[src/rtl/ram_arbiter.sv]
// Two-port bounded-burst round-robin arbiter in front of a single-port registered-read RAM.
// Grant is combinational (zero added latency); the losing port is held off by gnt=0 until its turn.
module ram_arbiter #(
  parameter int ADDR_W = 14,
  parameter int DATA_W = 16,
  parameter int BURST  = 4
) (
  input  logic              clk,
  input  logic              reset,
  input  logic              req0,
  input  logic              req1,
  input  logic              we0,
  input  logic              we1,
  input  logic [ADDR_W-1:0] addr0,
  input  logic [ADDR_W-1:0] addr1,
  input  logic [DATA_W-1:0] wdata0,
  input  logic [DATA_W-1:0] wdata1,
  output logic              gnt0,
  output logic              gnt1,
  output logic              rvalid0,
  output logic              rvalid1,
  output logic [DATA_W-1:0] rdata,
  output logic [ADDR_W-1:0] mem_addr,
  output logic [DATA_W-1:0] mem_wdata,
  output logic              mem_load,
  input  logic [DATA_W-1:0] mem_rdata
);

  localparam logic [1:0] IDLE = 2'd0;
  localparam logic [1:0] OWN0 = 2'd1;
  localparam logic [1:0] OWN1 = 2'd2;

  localparam int               CNT_W   = $clog2(BURST + 1);
  localparam logic [CNT_W-1:0] BURST_C = CNT_W'(BURST);
  localparam logic [CNT_W-1:0] ONE_C   = CNT_W'(1);

  logic [1:0]       owner;
  logic [CNT_W-1:0] cnt;
  logic             last;
  logic             sel0;
  logic             sel1;
  logic             burst_open;

  assign burst_open = (cnt < BURST_C);

  always_comb begin
    sel0 = 1'b0;
    sel1 = 1'b0;
    if (!reset) begin
      case (owner)
        IDLE: begin
          if (req0 && req1) begin
            sel0 = last;
            sel1 = !last;
          end else begin
            sel0 = req0;
            sel1 = req1;
          end
        end
        OWN0: begin
          // Tenure only ends early when the other port is actually waiting.
          if (req0 && (burst_open || !req1)) sel0 = 1'b1;
          else if (req1)                     sel1 = 1'b1;
        end
        OWN1: begin
          if (req1 && (burst_open || !req0)) sel1 = 1'b1;
          else if (req0)                     sel0 = 1'b1;
        end
        default: begin
          sel0 = 1'b0;
          sel1 = 1'b0;
        end
      endcase
    end
  end

  assign gnt0      = sel0;
  assign gnt1      = sel1;
  assign mem_addr  = sel0 ? addr0  : (sel1 ? addr1  : '0);
  assign mem_wdata = sel0 ? wdata0 : (sel1 ? wdata1 : '0);
  assign mem_load  = (sel0 && we0) || (sel1 && we1);
  assign rdata     = mem_rdata;

  always_ff @(posedge clk) begin
    if (reset) begin
      owner   <= IDLE;
      cnt     <= '0;
      last    <= 1'b1;
      rvalid0 <= 1'b0;
      rvalid1 <= 1'b0;
    end else begin
      rvalid0 <= sel0 && !we0;
      rvalid1 <= sel1 && !we1;
      if (sel0) begin
        last <= 1'b0;
        if (owner == OWN0) begin
          cnt <= (cnt == BURST_C) ? cnt : cnt + ONE_C;
        end else begin
          owner <= OWN0;
          cnt   <= ONE_C;
        end
      end else if (sel1) begin
        last <= 1'b1;
        if (owner == OWN1) begin
          cnt <= (cnt == BURST_C) ? cnt : cnt + ONE_C;
        end else begin
          owner <= OWN1;
          cnt   <= ONE_C;
        end
      end else begin
        owner <= IDLE;
        cnt   <= '0;
      end
    end
  end

endmodule

[config.mk]
export PLATFORM = sky130hd
export DESIGN_NAME = ram_arbiter
export DESIGN_NICKNAME = d
export VERILOG_FILES = /design/src/rtl/ram_arbiter.sv
export SDC_FILE = /design/constraint.sdc
export NUM_CORES = 1
export LEC_CHECK = 0
export BUFFER_PORTS_ARGS = -buffer_cell sky130_fd_sc_hd__buf_2
export CAP_MARGIN = 20
export CORE_ASPECT_RATIO = 2
export CORE_MARGIN = 2
export CORE_UTILIZATION = 32
export DETAILED_ROUTE_END_ITERATION = 8
export GPL_ROUTABILITY_DRIVEN = 0
export PLACE_DENSITY = 0.86
export REMOVE_ABC_BUFFERS = 1
export SLEW_MARGIN = 20
export SYNTH_ARGS = -nofsm -noshare
export SYNTH_HDL_FRONTEND = slang
export SYNTH_SLANG_ARGS = --single-unit
[constraint.sdc]
create_clock -name clk -period 4 [get_ports clk]
set_input_delay 0.8 -clock clk [delete_from_list [all_inputs] [get_ports clk]]
set_output_delay 0.8 -clock clk [all_outputs]
set_load 0.05 [all_outputs]
# == Word-level counts from Yosys, hierarchy flattened ==
# Index checks and enable logic that the tools add are counted.
# word_totals
reg_bits,8
latch_bits,0
mem_bits_rw,0
romBits,0
inputBits,82
output_inout_bits,51
wordCells,57
n_memories,0
# classes
addsub,1
multipliers,0
n_div,0
magnitude_cmp,1
n_eq_ne,5
n_shift,0
n_mux,27
bitwise_logic,0
n_reduce_logical,18
# ops
operator,count
$mux 16,2
$mux 14,2
$mux 3,5
$mux 1,12
$mux 2,4
$logic_and 1x1->1,7
$pmux 1 s3,2
$logic_not 1->1,5
$add 3x1->3 const B,1
$eq 3x3->1 const B,1
$logic_or 1x1->1,3
$lt 3x3->1 const B,1
$ne 3x3->1 const B,1
$eq 2x1->1 const B,1
$eq 2x2->1 const B,1
$logic_not 2->1,1
$ne 2x2->1 const B,1
$reduce_and 2->1,1
$reduce_bool 2->1,1

# == Logic depth before layout (Yosys ltp) ==
# logic_depth
ltp_word,8
mapped_depth,7
ltp_nobuf,6

# == Least setup slack after synthesis ==
# No wires, ideal clock.
# synth_path
path_kind,input port to output port
start,in req0
end,out mem_wdata[10]
t_arrival_ps,2017
required_ps,3200
slack_ps,1183
path_stages,6
n_path_buf,1
path_cell_list,nor2b_1 -> o21ai_1 -> nand4b_2 -> clkinv_4 -> buf_6 -> a22o_1
# synth_between
elab_chain_len,8
elab_cells_between_ends,18
classes_between,mux (13); reduce/logical (5)
# synth_lines
item,line,rtl
start: declaration,10,"input logic req0,"
$logic_not 1->1,66,if (req1 && (burst_open || !req0)) sel1 = 1'b1;
$logic_or 1x1->1,66,
$logic_and 1x1->1,66,
$mux 1,66,
$pmux 1 s3 (*),50,case (owner)
$mux 1 (*),49,if (!reset) begin
named net gnt1,19,"output logic gnt1,"
$mux 16 (*) (2 in a row),80,assign mem_wdata = sel0 ? wdata0 : (sel1 ? wdata1 : '0);
end: declaration,24,"output logic [DATA_W-1:0] mem_wdata,"
# The timed path passes the listed nets; every way through them passes the cells marked *.

# == Final worst setup path ==
# layout_path
start,in req1
end,out mem_wdata[14]
# layout_between
elab_chain_len,8
elab_cells_between_ends,18
classes_between,mux (13); reduce/logical (5)
# layout_lines
item,line,rtl
start: declaration,11,"input logic req1,"
$logic_not 1->1,62,if (req0 && (burst_open || !req1)) sel0 = 1'b1;
$logic_or 1x1->1,62,
$logic_and 1x1->1,62,
$mux 1,62,
$pmux 1 s3,50,
$mux 1,49,
$mux 16,80,
$mux 16 (*),80,
# Every way passes the cells marked *; elsewhere a longest branch is shown, timed or not.

==> results by group <==
Status
  • Status: finished, final reports clean

Timing
  • Max Transition Viols Final: 0
  • RSZ-0062 raised after global routing: no
  • Hold WS: 0.531 ns
  • Final setup vio count: 0
  • Fin. Hold Viols: 0
  • Worst-margin pin slew: 0.316 ns
  • Clock Skew: approximately 0.0013 ns
  • Fin Setup TNS: 0 ns
  • Fmax: 334 MHz
  • Slew headroom: 78.9%
  • Period utilization: 74.9%
  • Period minus WS final: between 2 and 3 ns

Global route
  • Largest net degree at the start of global routing: 34
  • Congestion Overflow GR: 0
  • Number of global-route vias before repair: 1081
  • First-pass GRT wire length: 4710 um
  • Initial antenna violation count: 0
  • GRT Total Usage: roughly 18%

Yosys
  • Synthesized area: 900 sq um
  • Syn_area_per_cell: 9.18 sq um
  • Cells after synthesis: 98
  • Register area share after synthesis: 17.8%
  • Distinct cells, synth: 30
  • Flops & latches, synth: 8
  • Synth Warn #: 0

Pwr
  • Peak VDD IR: 0.135 mV
  • Leak pwr: about 0.74 nW
  • Pwr Density: 314 nW/um^2

Critical path
  • Worst Setup Start Kind: primary input
  • CP most frequent cell: buf_2
  • R2R cell count: 5
  • FF-to-FF End: last$_SDFFE_PP1P_
  • Crit path buf inv count: 3
  • CP required: approximately 3.2 ns
  • Worst r2r src: owner[1]$_SDFFE_PP0P_
  • CP endpoint kind: output pin
  • Cells along the critical path: buf_2 -> a21oi_2 -> nand2b_1 -> nand4b_2 -> inv_4 -> a22o_1 -> buf_2
  • Worst reg-to-reg setup slack: 2.55 ns
  • CP max-delay cell: inv_4
  • Worst path top cell family by delay: buffers and inverters
  • Worst Path Max Fanout: 33
  • Worst EP arrival: approximately 2.2 ns
  • Critical Path Max Stage Delay: 0.30 ns
  • Critical setup path kind: in2out

Clock network
  • Post_cts resized: 0
  • CTS H-tree depth: 1
  • Clock latency on the worst-skew pair: 0.22 ns
  • Root Buffer: clkbuf_8
  • Post-CTS Setup Bufs: 0
  • # clock sinks: 8
  • Clk slew on worst S/H paths: 0.04 ns
  • Max clock buf depth: 2
  • Hold buffers post-CTS: 0
  • Inserted Clock Buffers: 3
  • CTS tree: done

Routing
  • Via count: 1077
  • WL per Instance: between 10 and 15 um
  • Via-to-Cell Ratio: 5.20
  • Initial drt markers: 3
  • Final WL: about 3000 um
  • Initial DRT Pass Iterations: 3
  • Residual DRC: 0
  • Routed Antenna Nets: 0

Placed design
  • Port Buffers: 100
  • DP Area: 1230 sq um
  • Post-Place Cells: 204
  • DPL Wire Length: 2530 um

Finish
  • Finished Layout Cells: about 210
  • Layout cell share with drive strength beyond 1: a little over three fifths
  • Footprint of the multi-input gates: 499 sq um
  • Post-route cell area: 1270 sq um
  • # fillers: 285
  • Register Area: 160 sq um
  • Ant diodes: 0
  • Layout Nets: 264
  • Area Growth Syn to Fin: 40.9%

Worst hold path
  • Hold Startpoint: last$_SDFFE_PP1P_
  • Hold path depth: 2
  • Min-Delay Path Class: reg2reg
  • End of the worst hold path: last$_SDFFE_PP1P_

Floorplanning
  • Core box area: 2700 sq um
  • Initial Util: 33.3%
  • Die Height: 79.0 um
  • Die width: 41.5 um
  • Ports: approximately 130
  • Die area: 3280 sq um
  • Row count: 27

Flow run
  • Max-cap viol count: 0
[worst reg2reg max path, stage by stage, from the launching register on]
cell      delay (ns)
dfxtp_1         0.49
nor3_1          0.08
o21ai_1         0.16
nand4b_2        0.20
inv_4           0.30
nor2_1          0.10
[routing by layer]
layer  track usage [%]  wire length (um)  up-vias
li1                  -                 -      515
met1              18.5              1090      458
met2              29.5              1410      102
met3              12.7               532        2
met4              3.87                15        0
met5              5.45                 0        -
[power by group]
part	internal (mW)	switching (mW)
sequential	0.0851	0.00496
clock	0.0650	0.0295
combinational	0.0681	0.146
total	0.218	0.180
[worst max path at each step]
stage               from       endpoint  depth (start not counted)
floorplan           req1    mem_addr[0]                          5
global placement    req1  mem_wdata[13]                          7
detailed placement  req1    mem_addr[3]                          7
CTS                 req1       mem_load                          7
global route        req1  mem_wdata[13]                          7
finish              req1  mem_wdata[14]                          7
[cell usage in the layout (no fill, tap or decap), types with 2 or more instances in the layout]
cell,count
nor2_1,3
dfxtp_1,8
buf_2,100
nand4b_2,2
and2_1,2
nand2_1,2
o21ai_1,2
clkbuf_8,3
nor3b_1,2
nor2b_1,2
inv_1,4
ha_1,2
a22o_2,2
a22o_1,29
[Yosys cell counts]
cell type,number,area (sq um)
o211a_1,1,10.0
nor2_1,3,11.3
nand4b_1,1,8.76
inv_1,4,15.0
nand4b_2,2,30.0
a311oi_1,1,8.76
a22o_2,2,20.0
inv_4,1,6.26
nor3b_1,2,15.0
clkinv_4,1,8.76
and2_1,2,12.5
a21oi_2,1,8.76
buf_6,4,45.0
a21oi_1,1,5.00
nor2b_1,2,12.5
nor3b_2,1,12.5
buf_8,3,45.0
o21ai_1,2,10.0
nand3_1,1,5.00
nand3b_1,1,7.51
o21ai_2,1,8.76
nand2b_1,1,6.26
o22ai_1,1,6.26
a22o_1,29,254
xnor2_1,1,8.76
nand2_1,2,7.51
buf_4,16,120
dfxtp_1,8,160
nor3_1,1,5.00
ha_1,2,25.0
[state kept, by name, summed over array words and instances, names as in the netlist]
signal and cells:
cnt 3, last 1, owner 2, rvalid0 1, rvalid1 1
[final cells by class]
type	instances	share of cell area, %
timing repair buffer	100	39.5
clock buffer	3	3.26
multi-input combinational	61	39.4
sequential	8	12.6
tap	29	2.86
inverter	6	2.37
[through the flow]
stage                     total power, mW  util [%]  setup slack, ns
final                               0.398      46.9             1.00
after global placement              0.303      45.4             1.01
after CTS                           0.401      46.9             1.00
after floorplan                     0.238         -             1.16
after detailed placement            0.305      45.4             1.00
after global routing                0.421      46.9            0.875
[cells by family (layout without fill, tap and decap cells)]
logic type	Yosys count	count (layout)	synth area share [%]
AOI/OAI and AO/OA	39	39	36.9
adders and majority gates	2	2	2.78
buffers and inverters	29	109	26.7
DFF	8	8	17.8
and+or+nand+nor	19	19	14.9
xor gates and xnor gates	1	1	0.974
Note: power is estimated with default switching activity, not from simulation.
